**src/rtl/pipeline_hazard_ctrl_if.sv**
```systemverilog
// Hazard-controller signal bundle: ID/EX/MEM hazard inputs and front-end control outputs.
// master = pipeline datapath side, slave = pipeline_hazard_ctrl.
interface pipeline_hazard_ctrl_if #(
    parameter int CNT_W = 16
);
    logic [4:0]       id_rs;
    logic [4:0]       id_rt;
    logic             id_use_rs;
    logic             id_use_rt;
    logic             id_is_branch;
    logic             id_branch_taken;
    logic             id_jump;
    logic             id_mult;
    logic             ex_reg_write;
    logic             ex_mem_read;
    logic [4:0]       ex_dst;
    logic             mem_mem_read;
    logic [4:0]       mem_dst;
    logic             pc_write;
    logic             ifid_write;
    logic             ifid_flush;
    logic             idex_bubble;
    logic             busy;
    logic [CNT_W-1:0] stall_cnt;

    modport master (
        output id_rs, id_rt, id_use_rs, id_use_rt, id_is_branch, id_branch_taken,
               id_jump, id_mult, ex_reg_write, ex_mem_read, ex_dst, mem_mem_read, mem_dst,
        input  pc_write, ifid_write, ifid_flush, idex_bubble, busy, stall_cnt
    );

    modport slave (
        input  id_rs, id_rt, id_use_rs, id_use_rt, id_is_branch, id_branch_taken,
               id_jump, id_mult, ex_reg_write, ex_mem_read, ex_dst, mem_mem_read, mem_dst,
        output pc_write, ifid_write, ifid_flush, idex_bubble, busy, stall_cnt
    );
endinterface

```
**src/rtl/pipeline_hazard_ctrl.sv**
```systemverilog
// Stall/flush scheduler for the 5-stage pipeline: load-use, ID-branch operand and multi-cycle MULT hold.
// Optional stall performance counter enabled by HAZARD_STALL_PERF_EN.
//
// state | meaning
// RUN   | normal issue; stalls only on a combinational hazard
// MBUSY | MULT occupying EX; front end held until mcnt reaches 1
module pipeline_hazard_ctrl #(
    parameter int MULT_CYCLES = 4,
    parameter int CNT_W       = 16
) (
    input logic                    clk,
    input logic                    rst_n,
    pipeline_hazard_ctrl_if.slave  hzIf
);
    typedef enum logic {RUN, MBUSY} stateT;

    stateT      state;
    stateT      stateNext;
    logic [3:0] mcnt;
    logic [3:0] mcntNext;

    logic rsMatchEx, rtMatchEx, rsMatchMem, rtMatchMem;
    logic hazLoad, hazBr, hz;
    logic pcWrite, ifidWrite, ifidFlush, idexBubble, busyOut;

    // Register $0 is hardwired to zero, so it can never carry a dependence.
    assign rsMatchEx  = hzIf.id_use_rs && (hzIf.ex_dst  != 5'd0) && (hzIf.id_rs == hzIf.ex_dst);
    assign rtMatchEx  = hzIf.id_use_rt && (hzIf.ex_dst  != 5'd0) && (hzIf.id_rt == hzIf.ex_dst);
    assign rsMatchMem = hzIf.id_use_rs && (hzIf.mem_dst != 5'd0) && (hzIf.id_rs == hzIf.mem_dst);
    assign rtMatchMem = hzIf.id_use_rt && (hzIf.mem_dst != 5'd0) && (hzIf.id_rt == hzIf.mem_dst);

    assign hazLoad = hzIf.ex_mem_read && (rsMatchEx || rtMatchEx);
    assign hazBr   = hzIf.id_is_branch &&
                     ((hzIf.ex_reg_write && (rsMatchEx || rtMatchEx)) ||
                      (hzIf.mem_mem_read && (rsMatchMem || rtMatchMem)));
    assign hz      = hazLoad || hazBr;

    always_ff @(posedge clk or negedge rst_n) begin
        if (!rst_n) begin
            state <= RUN;
            mcnt  <= 4'd0;
        end else begin
            state <= stateNext;
            mcnt  <= mcntNext;
        end
    end

    always_comb begin
        stateNext  = state;
        mcntNext   = mcnt;
        pcWrite    = 1'b0;
        ifidWrite  = 1'b0;
        ifidFlush  = 1'b0;
        idexBubble = 1'b1;
        busyOut    = 1'b0;
        if (rst_n) begin
            case (state)
                RUN: begin
                    if (!hz) begin
                        pcWrite    = 1'b1;
                        ifidWrite  = 1'b1;
                        idexBubble = 1'b0;
                        ifidFlush  = (hzIf.id_is_branch && hzIf.id_branch_taken) || hzIf.id_jump;
                        // The MULT itself moves into EX this cycle; only later fetches wait.
                        if (hzIf.id_mult) begin
                            stateNext = MBUSY;
                            mcntNext  = 4'(MULT_CYCLES - 1);
                        end
                    end
                end
                MBUSY: begin
                    busyOut  = 1'b1;
                    mcntNext = mcnt - 4'd1;
                    if (mcnt == 4'd1) begin
                        stateNext = RUN;
                    end
                end
                default: begin
                    stateNext = RUN;
                end
            endcase
        end
    end

    assign hzIf.pc_write    = pcWrite;
    assign hzIf.ifid_write  = ifidWrite;
    assign hzIf.ifid_flush  = ifidFlush;
    assign hzIf.idex_bubble = idexBubble;
    assign hzIf.busy        = busyOut;

`ifdef HAZARD_STALL_PERF_EN
    logic [CNT_W-1:0] stallCnt;

    always_ff @(posedge clk or negedge rst_n) begin
        if (!rst_n) begin
            stallCnt <= '0;
        end else if (!pcWrite && (stallCnt != {CNT_W{1'b1}})) begin
            stallCnt <= stallCnt + 1'b1;
        end
    end

    assign hzIf.stall_cnt = stallCnt;
`else
    assign hzIf.stall_cnt = {CNT_W{1'b0}};
`endif
endmodule

```
**src/flat_wrapper.sv**
```systemverilog
// flat-port wrapper written by rule: the top's interface ports become plain ports
module pipeline_hazard_ctrl_flat 
#(
    parameter int MULT_CYCLES = 4,
    parameter int CNT_W       = 16
)
  (clk, rst_n, hzIf_id_rs, hzIf_id_rt, hzIf_id_use_rs, hzIf_id_use_rt, hzIf_id_is_branch, hzIf_id_branch_taken, hzIf_id_jump, hzIf_id_mult, hzIf_ex_reg_write, hzIf_ex_mem_read, hzIf_ex_dst, hzIf_mem_mem_read, hzIf_mem_dst, hzIf_pc_write, hzIf_ifid_write, hzIf_ifid_flush, hzIf_idex_bubble, hzIf_busy, hzIf_stall_cnt);
  pipeline_hazard_ctrl_if #(.CNT_W(CNT_W)) hzIf_i ();
  input logic clk;
  input logic rst_n;
  input wire logic [$bits(hzIf_i.id_rs)-1:0] hzIf_id_rs;
  input wire logic [$bits(hzIf_i.id_rt)-1:0] hzIf_id_rt;
  input wire logic [$bits(hzIf_i.id_use_rs)-1:0] hzIf_id_use_rs;
  input wire logic [$bits(hzIf_i.id_use_rt)-1:0] hzIf_id_use_rt;
  input wire logic [$bits(hzIf_i.id_is_branch)-1:0] hzIf_id_is_branch;
  input wire logic [$bits(hzIf_i.id_branch_taken)-1:0] hzIf_id_branch_taken;
  input wire logic [$bits(hzIf_i.id_jump)-1:0] hzIf_id_jump;
  input wire logic [$bits(hzIf_i.id_mult)-1:0] hzIf_id_mult;
  input wire logic [$bits(hzIf_i.ex_reg_write)-1:0] hzIf_ex_reg_write;
  input wire logic [$bits(hzIf_i.ex_mem_read)-1:0] hzIf_ex_mem_read;
  input wire logic [$bits(hzIf_i.ex_dst)-1:0] hzIf_ex_dst;
  input wire logic [$bits(hzIf_i.mem_mem_read)-1:0] hzIf_mem_mem_read;
  input wire logic [$bits(hzIf_i.mem_dst)-1:0] hzIf_mem_dst;
  output wire logic [$bits(hzIf_i.pc_write)-1:0] hzIf_pc_write;
  output wire logic [$bits(hzIf_i.ifid_write)-1:0] hzIf_ifid_write;
  output wire logic [$bits(hzIf_i.ifid_flush)-1:0] hzIf_ifid_flush;
  output wire logic [$bits(hzIf_i.idex_bubble)-1:0] hzIf_idex_bubble;
  output wire logic [$bits(hzIf_i.busy)-1:0] hzIf_busy;
  output wire logic [$bits(hzIf_i.stall_cnt)-1:0] hzIf_stall_cnt;
  assign hzIf_i.id_rs = hzIf_id_rs;
  assign hzIf_i.id_rt = hzIf_id_rt;
  assign hzIf_i.id_use_rs = hzIf_id_use_rs;
  assign hzIf_i.id_use_rt = hzIf_id_use_rt;
  assign hzIf_i.id_is_branch = hzIf_id_is_branch;
  assign hzIf_i.id_branch_taken = hzIf_id_branch_taken;
  assign hzIf_i.id_jump = hzIf_id_jump;
  assign hzIf_i.id_mult = hzIf_id_mult;
  assign hzIf_i.ex_reg_write = hzIf_ex_reg_write;
  assign hzIf_i.ex_mem_read = hzIf_ex_mem_read;
  assign hzIf_i.ex_dst = hzIf_ex_dst;
  assign hzIf_i.mem_mem_read = hzIf_mem_mem_read;
  assign hzIf_i.mem_dst = hzIf_mem_dst;
  assign hzIf_pc_write = hzIf_i.pc_write;
  assign hzIf_ifid_write = hzIf_i.ifid_write;
  assign hzIf_ifid_flush = hzIf_i.ifid_flush;
  assign hzIf_idex_bubble = hzIf_i.idex_bubble;
  assign hzIf_busy = hzIf_i.busy;
  assign hzIf_stall_cnt = hzIf_i.stall_cnt;
  pipeline_hazard_ctrl #(.MULT_CYCLES(MULT_CYCLES), .CNT_W(CNT_W)) u_core (.clk(clk), .rst_n(rst_n), .hzIf(hzIf_i));
endmodule
```
**config.mk**
```make
export PLATFORM = sky130hd
export DESIGN_NAME = pipeline_hazard_ctrl_flat
export DESIGN_NICKNAME = d
export VERILOG_FILES = /design/src/rtl/pipeline_hazard_ctrl_if.sv /design/src/rtl/pipeline_hazard_ctrl.sv /design/src/flat_wrapper.sv
export SDC_FILE = /design/constraint.sdc
export NUM_CORES = 1
export LEC_CHECK = 0
export ABC_AREA = 1
export BUFFER_PORTS_ARGS = -buffer_cell sky130_fd_sc_hd__buf_2
export CORE_MARGIN = 4
export CORE_UTILIZATION = 25
export DETAILED_ROUTE_END_ITERATION = 10
export SLEW_MARGIN = 20
export SYNTH_ARGS = -nofsm -noshare
export SYNTH_HDL_FRONTEND = slang
export SYNTH_SLANG_ARGS = --single-unit
```
**constraint.sdc**
```tcl
create_clock -name clk -period 1.1 [get_ports clk]
set_clock_uncertainty 0.1 [all_clocks]
set_input_delay 0.11 -clock clk [delete_from_list [all_inputs] [get_ports clk]]
set_output_delay 0.11 -clock clk [all_outputs]
set_load 0.01 [all_outputs]
```
==> impl_metrics.env <==
export IMPL_final_common_cell="nand2_1"
export IMPL_area_growth_pct=54.39
export IMPL_place_gp_congestion=0.8684
export IMPL_ff2ff_setup_slack_ns=0.02
export IMPL_worst_setup_path_end_kind="output port"
export IMPL_drive_gt1_frac=0.4396
export IMPL_worstPathMaxFanout=3
export IMPL_layout_common_cells="nand2_1 (47), conb_1 (16), buf_6 (16)"
export IMPL_grt_pass1_wl_mm=3.615
export IMPL_status="finished with violations"
export IMPL_start_util=0.2714
export IMPL_max_freq_mhz=735.1
export IMPL_syn_avg_cell_area_um2=5.417
export IMPL_fin_nets=241
export IMPL_cp_arrival_ns=1.15
export IMPL_viasPerCell=4.112
export IMPL_dp_hpwl_mm=2.034
export IMPL_power_total_mw=1.472
export IMPL_wl_per_cell_um=10.00
export IMPL_final_cells=251
export IMPL_route_detailed_drc=0
export IMPL_wl_mm=2.511
export IMPL_die_x_um=66.51
export IMPL_multiInputGateArea_um2=606.8
export IMPL_die_area_mm2=0.004424
export IMPL_grt_pass1_vias=902
export IMPL_yosysSeqAreaShare=0.1462
export IMPL_hold_path_class="in2reg"
export IMPL_p_per_area_mw_per_mm2=1114
export IMPL_antenna_found_initial=0
export IMPL_clk_pin_slew_ns=0.04
export IMPL_cp_cell_sequence="buf_6, nor3_2, nand3_1, nand3_1, inv_1, nand2_2, nand4_1, nor2_1, buf_2"
export IMPL_netlist_instances=158
export IMPL_syn_area_um2=855.8
export IMPL_post_place_cells=241
export IMPL_crit_required_ns=0.89
export IMPL_ant_nets=0
export IMPL_synth_seq_cells=5
export IMPL_setup_slack_ns=-0.2604
export IMPL_fillers=357
export IMPL_routed_via_count=1032
export IMPL_drt_iter0_drc=32
export IMPL_fin_area_mm2=0.001321
export IMPL_critPathLaunchType="input pin"
export IMPL_grt_overflow=0
export IMPL_placed_area_mm2=0.001065
export IMPL_worst_path_largest_cell_delay_ns=0.19
export IMPL_clock_path_buffers=2
export IMPL_coreArea_mm2=0.003153
export IMPL_min_period_ns=1.360
export IMPL_grt_max_degree=8
export IMPL_finalCritPeriodShare=1.237
export IMPL_setup_viol=5
export IMPL_ys_types=18
export IMPL_path_common_cell="nand3_1"
export IMPL_die_h_um=66.51
export IMPL_yosys_warnings=0
export IMPL_antennaDiodeCount=0
export IMPL_irDropWorstVdd_mv=0.6201
export IMPL_timing_final_max_slew_violations=0
export IMPL_synth_top_cell_by_area="nand2_1"
export IMPL_timing_hold_ws_ns=0.1368
export IMPL_drtPass1Iterations=4
export IMPL_power_leakage_nw=0.7730
export IMPL_cts_tree="yes"
export IMPL_seq_area_um2=125.1
export IMPL_row_count=20
export IMPL_synth_area_leaders="nand2_1 (24%), buf_4 (15%), dfrtp_1 (15%)"
export IMPL_crit_type="in2out"
export IMPL_synth_top_area_frac=0.2412
export IMPL_cts_root_buffer="clkbuf_4"
export IMPL_clock_sinks=5
export IMPL_cp_slowest_cell="nor3_2"
export IMPL_port_buffers=35
export IMPL_h_tree_depth=1
export IMPL_ios=52
export IMPL_final_util=0.4190
export IMPL_violations="setup timing"
export IMPL_cts_buffers=3
export IMPL_rsz0062_at_grt="true"
export IMPL_hold_violations=0
export IMPL_insertion_delay_ns=0.25
export IMPL_maxCapViolations=0
export IMPL_grt_usage=0.1051
## through the flow
| stage | setup slack [ns] | TNS (ns) |
|---|---|---|
| floorplan | -0.09081 | -0.1602 |
| global placement | -0.2497 | -1.681 |
| detailed placement | -0.2886 | -1.874 |
| CTS | -0.2558 | -1.764 |
| global route | -0.3610 | -1.624 |
| finish | -0.2604 | -1.113 |
## where the power goes
group	total, mW	switching (mW)	internal [mW]
Sequential	0.342	0.0719	0.270
Combinational	0.915	0.474	0.441
Clock	0.216	0.0782	0.137
## cell families after synthesis
logic type | Yosys count | share of synthesized area
buffers and inverters | 45 | 0.2719
xor gates and xnor gates | 2 | 0.02047
AOI/OAI and AO/OA | 11 | 0.06725
other | 1 | 0.004382
adders and majority gates | 2 | 0.02924
DFF | 5 | 0.1462
and+or+nand+nor | 92 | 0.4605
## critical path: cells and delay by family
kind / cells / cell delay, ns
buf+inv: 3 / 0.30
simple gates: 6 / 0.74
## area by class of cell
cell class / count / share of cell area
multi-input combinational: 123 / 0.4593
timing repair buffer: 47 / 0.2936
sequential: 5 / 0.09470
inverter: 28 / 0.09091
tap: 44 / 0.04167
clock buffer: 4 / 0.01989
## cell usage after synthesis, drive strengths merged
| library cell | n |
|---|---|
| dfrtp | 5 |
| buf | 17 |
| nand4 | 3 |
| conb | 1 |
| nand3 | 12 |
| o21bai | 1 |
| nand2 | 58 |
| a21oi | 3 |
| nor2 | 18 |
| ha | 2 |
| nor3 | 1 |
| xor2 | 2 |
| o21ai | 7 |
| inv | 28 |
## per-layer routing
| layer | vias up | GRT usage | part of all wire |
|---|---|---|---|
| met5 | - | 0 | 0 |
| li1 | 545 | - | - |
| met3 | 7 | 0.03204 | 0.078 |
| met2 | 36 | 0.1685 | 0.49 |
| met4 | 0 | 0.04569 | 0.018 |
| met1 | 444 | 0.1285 | 0.41 |
## final timing paths
kind                                       from              end  depth (start not counted)
max in group asynchronous                 rst_n   u_core.mcnt[3]                          3
worst min register to register   u_core.mcnt[3]   u_core.mcnt[3]                          2
worst min-delay path               hzIf_id_mult     u_core.state                          3
worst max-delay path            hzIf_mem_dst[4]  hzIf_ifid_flush                          9
worst max register to register   u_core.mcnt[0]   u_core.mcnt[2]                          5
min in group asynchronous                 rst_n   u_core.mcnt[0]                          3
## timing repair
item | in CTS | in global routing
hold buffers | 1 | 0
buffers inserted | 5 | 2
resized for setup | 11 | 54
endpoints found under the setup margin | 5 | 10
hold endpoints to repair | 5 | 0
pin swaps | 9 | 28
## registers in the layout, indices dropped and copies added, names as in the netlist
signal / flops
u_core.mcnt: 4
u_core.state: 1
No activity file was read; power rests on OpenSTA's default activity.
